===== src/rtl/pipe_ingress_fifo_pkg.sv =====
// Shared sizing helpers for the pipeline ingress FIFO.
// Widths are derived from DEPTH at elaboration via these constant functions.
package pipe_ingress_fifo_pkg;

  localparam int W_DEFAULT     = 32;
  localparam int DEPTH_DEFAULT = 4;

  // Occupancy must be able to represent DEPTH itself, hence DEPTH+1 codes.
  function automatic int cnt_width(input int depth);
    return $clog2(depth + 1);
  endfunction

  function automatic int ptr_width(input int depth);
    return (depth < 2) ? 1 : $clog2(depth);
  endfunction

  // Explicit compare against depth-1 so non-power-of-2 depths wrap correctly.
  function automatic int ptr_inc(input int ptr, input int depth);
    return (ptr == depth - 1) ? 0 : ptr + 1;
  endfunction

endpackage


===== src/rtl/pipe_ingress_fifo.sv =====
// Ingress FIFO feeding the stall pipeline head: unthrottled producer in,
// registered valid/data out, pop only on pipeline accept.
module pipe_ingress_fifo
  import pipe_ingress_fifo_pkg::*;
#(
  parameter int W     = W_DEFAULT,
  parameter int DEPTH = DEPTH_DEFAULT
) (
  input  logic                          clk,
  input  logic                          rst,
  input  logic                          push_vld,
  input  logic [W-1:0]                  push_data,
  output logic                          push_full_r,
  output logic                          push_ovf_r,
  output logic [cnt_width(DEPTH)-1:0]   count_r,
  output logic [W-1:0]                  out_r,
  output logic                          out_vld_r,
  input  logic                          out_accept
);

  localparam int CNT_W = cnt_width(DEPTH);
  localparam int PTR_W = ptr_width(DEPTH);

  typedef logic [PTR_W-1:0] ptr_t;
  typedef logic [CNT_W-1:0] cnt_t;

  // Handshake: a word transfers downstream on any edge where out_vld_r and
  // out_accept are both high; out_accept is ignored while out_vld_r is low,
  // and out_r/out_vld_r hold stable while out_vld_r=1 and out_accept=0.
  // The producer side has no backpressure: a push while push_full_r is high
  // is dropped and recorded in the sticky push_ovf_r.

  logic [W-1:0] mem [DEPTH];
  ptr_t         wr_ptr;
  ptr_t         rd_ptr;
  ptr_t         wr_ptr_nxt;
  ptr_t         rd_ptr_nxt;
  logic         pop;
  logic         push_ok;
  logic         push_drop;
  cnt_t         count_nxt;

  always_comb begin
    pop        = out_vld_r & out_accept;
    push_ok    = push_vld & ~push_full_r;
    push_drop  = push_vld & push_full_r;
    wr_ptr_nxt = ptr_t'(ptr_inc(int'(wr_ptr), DEPTH));
    rd_ptr_nxt = ptr_t'(ptr_inc(int'(rd_ptr), DEPTH));
    count_nxt  = count_r;
    case ({push_ok, pop})
      2'b10:   count_nxt = count_r + cnt_t'(1);
      2'b01:   count_nxt = count_r - cnt_t'(1);
      default: count_nxt = count_r;
    endcase
  end

  // Storage keeps every live entry, including the one mirrored in out_r.
  always_ff @(posedge clk) begin
    if (!rst && push_ok) begin
      mem[wr_ptr] <= push_data;
    end
  end

  always_ff @(posedge clk) begin
    if (rst) begin
      wr_ptr      <= '0;
      rd_ptr      <= '0;
      count_r     <= '0;
      out_vld_r   <= 1'b0;
      push_full_r <= 1'b0;
      push_ovf_r  <= 1'b0;
      out_r       <= '0;
    end else begin
      count_r     <= count_nxt;
      out_vld_r   <= (count_nxt != cnt_t'(0));
      push_full_r <= (count_nxt == cnt_t'(DEPTH));
      if (push_drop) begin
        push_ovf_r <= 1'b1;
      end
      if (push_ok) begin
        wr_ptr <= wr_ptr_nxt;
      end
      // Head register: next-oldest word after a pop, or the incoming word
      // when the FIFO is (or is about to be) otherwise empty.
      if (pop) begin
        rd_ptr <= rd_ptr_nxt;
        if (count_r >= cnt_t'(2)) begin
          out_r <= mem[rd_ptr_nxt];
        end else if (push_ok) begin
          out_r <= push_data;
        end
      end else if (count_r == cnt_t'(0) && push_ok) begin
        out_r <= push_data;
      end
    end
  end

endmodule


===== config.mk =====
export PLATFORM = sky130hd
export DESIGN_NAME = pipe_ingress_fifo
export DESIGN_NICKNAME = d
export VERILOG_FILES = /design/src/rtl/pipe_ingress_fifo_pkg.sv /design/src/rtl/pipe_ingress_fifo.sv
export SDC_FILE = /design/constraint.sdc
export NUM_CORES = 1
export LEC_CHECK = 0
export ABC_AREA = 1
export CAP_MARGIN = 0
export CORE_MARGIN = 2
export CORE_UTILIZATION = 47
export DETAILED_ROUTE_END_ITERATION = 7
export DONT_BUFFER_PORTS = 1
export GPL_TIMING_DRIVEN = 0
export SLEW_MARGIN = 40
export SYNTH_ARGS = -nofsm -noshare
export SYNTH_HDL_FRONTEND = slang
export SYNTH_SLANG_ARGS = --single-unit

===== constraint.sdc =====
create_clock -name clk -period 8.64 [get_ports clk]
set_clock_uncertainty 0.15 [all_clocks]
set_input_delay 2.16 -clock clk [delete_from_list [all_inputs] [get_ports clk]]
set_output_delay 2.16 -clock clk [all_outputs]
set_load 0.05 [all_outputs]

Yosys cells after proc, flatten, opt, wreduce, memory -nomap -nowiden
Memories as Yosys holds them, arrays and structs flattened.
Index checks and enable logic that the tools add are counted.
{ "word_totals": {"ff_bits": 42, "mem_bits_rw": 128, "out_inout_bits": 38, "word_cells": 39, "mem_count": 1} }
{ "op_classes": {"addsub": 4, "n_lt_le_gt_ge": 1, "n_eq_ne": 6, "muxes": 9, "bitwise_logic": 4, "n_reduce_logical": 7} }
{ "memory_table": {"columns": ["memory", "words", "word_bits", "rd", "rd_clocked_by_memory_dff", "write_ports", "line_no", "text"], "rows": [
  ["mem", 4, 32, 1, 0, 1, "pipe_ingress_fifo.sv:33", "logic [W-1:0] mem [DEPTH];"]
]} }
{ "op_table": {"columns": ["operator", "n"], "rows": [
  ["$mux 32", 4],
  ["$eq 2x1->1 const B", 3],
  ["$pmux 3 s2", 1],
  ["$add 2x1->2 const B", 2],
  ["$mux 2", 2],
  ["$add 3x1->3 const B", 1],
  ["$and 1x1->1", 3],
  ["$eq 3x3->1 const B", 1],
  ["$ge 3x2->1 const B", 1],
  ["$logic_not 3->1", 1],
  ["$ne 3x1->1 const B", 1],
  ["$reduce_bool 3->1", 1],
  ["$sub 3x1->3 const B", 1],
  ["$eq 2x2->1 const B", 1],
  ["$logic_and 1x1->1", 2],
  ["$mux 1", 2],
  ["$reduce_and 2->1", 1],
  ["$reduce_bool 2->1", 1],
  ["$logic_not 1->1", 1],
  ["$not 1->1", 1]
]} }

Longest topological paths before layout
{ "depth": {"depth_word": 5, "depth_mapped": 12, "depth_no_buf": 12} }

Worst setup path before layout
Ideal clock, no wire load.
{ "synth_path": {"kind": "input-to-reg", "startpoint": "in rst", "endpoint": "mem mem[0][0] (netlist name), enable pin", "t_arrival_ps": 3953, "t_required_ps": 8069, "setup_slack_ps": 4116, "path_stages": 4, "path_buffers": 1, "cell_sequence": "inv_1 -> clkbuf_1 -> nand2_1 -> nor2_1"} }
{ "synth_between": {"elab_chain_cells": 4} }
{ "synth_rtl": {"columns": ["item", "line_no", "text"], "rows": [
  ["start: declaration", "pipe_ingress_fifo.sv:10", "input logic rst,"],
  ["$logic_not 1->1", "pipe_ingress_fifo.sv:59", "if (!rst && push_ok) begin"],
  ["$logic_and 1x1->1", "pipe_ingress_fifo.sv:59", null],
  ["$mux 1", "pipe_ingress_fifo.sv:59", null],
  ["$mux 1 (implied by the code)", "pipe_ingress_fifo.sv:60", "mem[wr_ptr] <= push_data;"],
  ["end: declaration", "pipe_ingress_fifo.sv:33", null]
]} }
Every way passes these cells.

Worst setup path after layout
{ "layout_path": {"startpoint": "in rst", "endpoint": "mem mem[1][9] (netlist name), enable pin"} }
The elaborated chain is that of the path after synthesis.

==> results.py <==
metrics = {
    "sta": {
        "rsz0062_at_grt": "no",
        "worst_slew_margin_rel": 0.526,
        "post-route-period-util": 0.438,
        "slew_violations": 0,
        "setup_viol": 0,
        "fmax_ghz": 0.264,
        "worstMarginPinSlew_ns": 0.711,
        "hold_viol_final": 0,
        "period_minus_slack_ns": 3.78,
        "finalSetupTns_ns": 0,
    },
    "logic_synthesis": {
        "synth_seq_cells": 170,
        "yosysUniqueCellTypes": 24,
        "yosys-top-cells-area": "edfxtp_1 52%, nand2_1 13%, dfxtp_1 11%, nor2_1 8.5%, nand3_1 4.5%",
        "avgSynthCellArea_sq_um": 9.03,
        "netlist_area_sq_um": 7430,
        "syn-num-nets": 867,
        "yosysMostFrequentCell": "nand2_1",
        "netlist_top_cells_count": "265 x nand2_1, 168 x nor2_1, 128 x edfxtp_1, 83 x inv_1, 67 x nand3_1",
        "synth_warnings": 0,
        "synth_enable_flop_cells": 128,
        "synthArstFlopShare": 0,
        "synth_top_area_frac": 0.517,
        "syn_inst": 823,
        "ys.flop_type": "edfxtp_1",
        "ys_seq_area_frac": 0.631,
        "synth_area_leader_cell": "edfxtp_1",
    },
    "critical_path": {
        "worstPathMaxFanout": 12,
        "cp_data_required_time_ns": 8.63,
        "end_kind": "flop",
        "startpoint_type": "input port",
        "worstPathArrival_ns": 3.77,
        "crit_type": "input port to flop",
        "r2r_slack_ns": 6.15,
    },
    "final_layout": {
        "layout.nets": 894,
        "area_delta_synth_final_pct": 15.0,
        "layout.cells.non_filler": 1074,
        "diodes": 0,
        "final_layout_size_suffix_gt1_frac": 0.0962,
    },
    "floorplan": {
        "start_util": 0.485,
        "coreArea_sq_um": 15300,
        "num_rows": 45,
        "die_width_microns": 130,
        "die_height_microns": 130,
        "ios": 74,
        "die_area_sq_um": 16800,
    },
    "power_and_ir_drop": {
        "p_clk_frac": 0.296,
        "p_seq_frac": 0.456,
        "p_leak_nw": 3.68,
        "power.share.switching": 0.383,
        "p_per_area_nw_per_um2": 326,
        "netSwitchingPower_w": 0.00107,
        "peakVddDrop_mv": 0.212,
        "intPower_w": 0.00172,
        "pwr-share-comb": 0.248,
    },
    "place": {
        "hpwlAfterDp_microns": 11700,
        "port_buffers": 0,
        "place_congestion": 0.750,
        "dp.cells": 1042,
    },
    "cts": {
        "cts_num_sinks": 170,
        "clk_path_buf_depth": 2,
        "cts_tree": "yes",
        "cts_hold_buf": 0,
        "cts-resized-gates": 0,
        "clk_latency_ns": 0.43,
        "cts_buffers": 17,
        "cts_root_buf": "clkbuf_16",
        "postCtsSetupBuffers": 0,
        "cts_max_level": 4,
        "clk_pin_slew_ns": 0.06,
    },
    "grt": {
        "grt_pass1_wl_microns": 28000,
        "grt_overflow": 0,
        "grt_antenna_before_repair": 0,
        "grt_use_total": 0.224,
        "grt_max_degree": 18,
        "grt_pass1_vias": 5329,
    },
    "detailed_routing": {
        "drt-total-wl_microns": 17500,
        "first_iter_violations": 425,
        "via_per_inst": 4.90,
        "drcViolationCount": 0,
        "post_drt_wl_per_cell_microns": 16.3,
        "firstDrtPassIters": 5,
        "antenna_left": 0,
        "via_count": 5261,
    },
    "worst_hold_path": {
        "min_path_type": "flop to flop",
    },
    "run": {
        "maxCapViolCount": 0,
    },
    "run_status": {
        "status": "complete, no violations",
    },
}
[cell families after synthesis]
logic type / synth area share
fa+ha+maj: 0.0135
flops: 0.631
simple gates: 0.272
buf+inv: 0.0731
compound gates: 0.00876
xor+xnor: 0.00236
[power groups by stage]
stage	combinational (W)	clock, W	sequential (W)
2_1_floorplan	0.000504	0	0.00127
3_3_place_gp	0.000667	0	0.00129
3_5_place_dp	0.000693	0	0.00129
4_1_cts	0.000699	0.000835	0.00127
5_1_grt	0.000797	0.000871	0.00128
6_report	0.000690	0.000824	0.00127
[cells in the final DEF (no fill, tap or decap), types with 4 or more instances in the layout]
master and n:
clkinv_2 4, nor2_1 164, clkbuf_16 17, dfxtp_1 42, a21oi_1 6, buf_16 5
nand2_1 265, inv_1 83, buf_2 23, bufinv_16 5, o21ai_0 4, nand3_1 67
clkbuf_1 4, edfxtp_1 128, nor2_4 6, ha_1 8, buf_4 7
[registers in the layout, summed over array words and instances, names as in the netlist]
register     flops
push_ovf_r       1
rd_ptr           2
push_full_r      1
wr_ptr           2
out_vld_r        1
mem            128
count_r          3
out_r           32
[per-stage QoR]
step	hold WS [ns]	utilization	instance area, sq um	setup WS [ns]	total power (W)
3_5_place_dp	0.414	0.516	7910	4.40	0.00198
4_1_cts	0.419	0.558	8550	4.84	0.00281
5_1_grt	0.439	0.558	8550	4.74	0.00295
6_report	0.407	0.558	8550	4.86	0.00279
3_3_place_gp	0.355	0.502	7690	2.66	0.00196
2_1_floorplan	0.341	-	7430	4.12	0.00178
[path summary, 6_finish.rpt]
check,start,end,depth (start not counted)
hold / removal,wr_ptr[1],wr_ptr[1],2
setup reg to reg,out_vld_r,push_full_r,10
hold reg to reg,wr_ptr[1],wr_ptr[1],2
setup / recovery,rst,mem[1][9],6
[worst max-delay path, cell delays in order]
cell and delay [ns]:
inv_1 0.05, clkbuf_1 0.37, nand2_1 0.33, nor2_4 0.46
buf_8 0.23, buf_16 0.16
[metal layers]
metal | track usage | routed length, microns | vias to the layer above
met5 | 0 | 0 | -
met4 | 0.0784 | 308 | 0
met3 | 0.0664 | 1200 | 20
met2 | 0.379 | 8620 | 157
met1 | 0.275 | 7350 | 2447
li1 | - | - | 2637
[layout make-up]
class	count	area (sq um)
clock inverters	14	201
multi-input cells	529	2230
clock buffers	18	439
flip-flops and latches	170	4680
inverters	85	319
fillers	1391	6770
repair buffers	8	183
well taps	211	264
plain buffers	39	224
(Power assumes the default switching activity.)
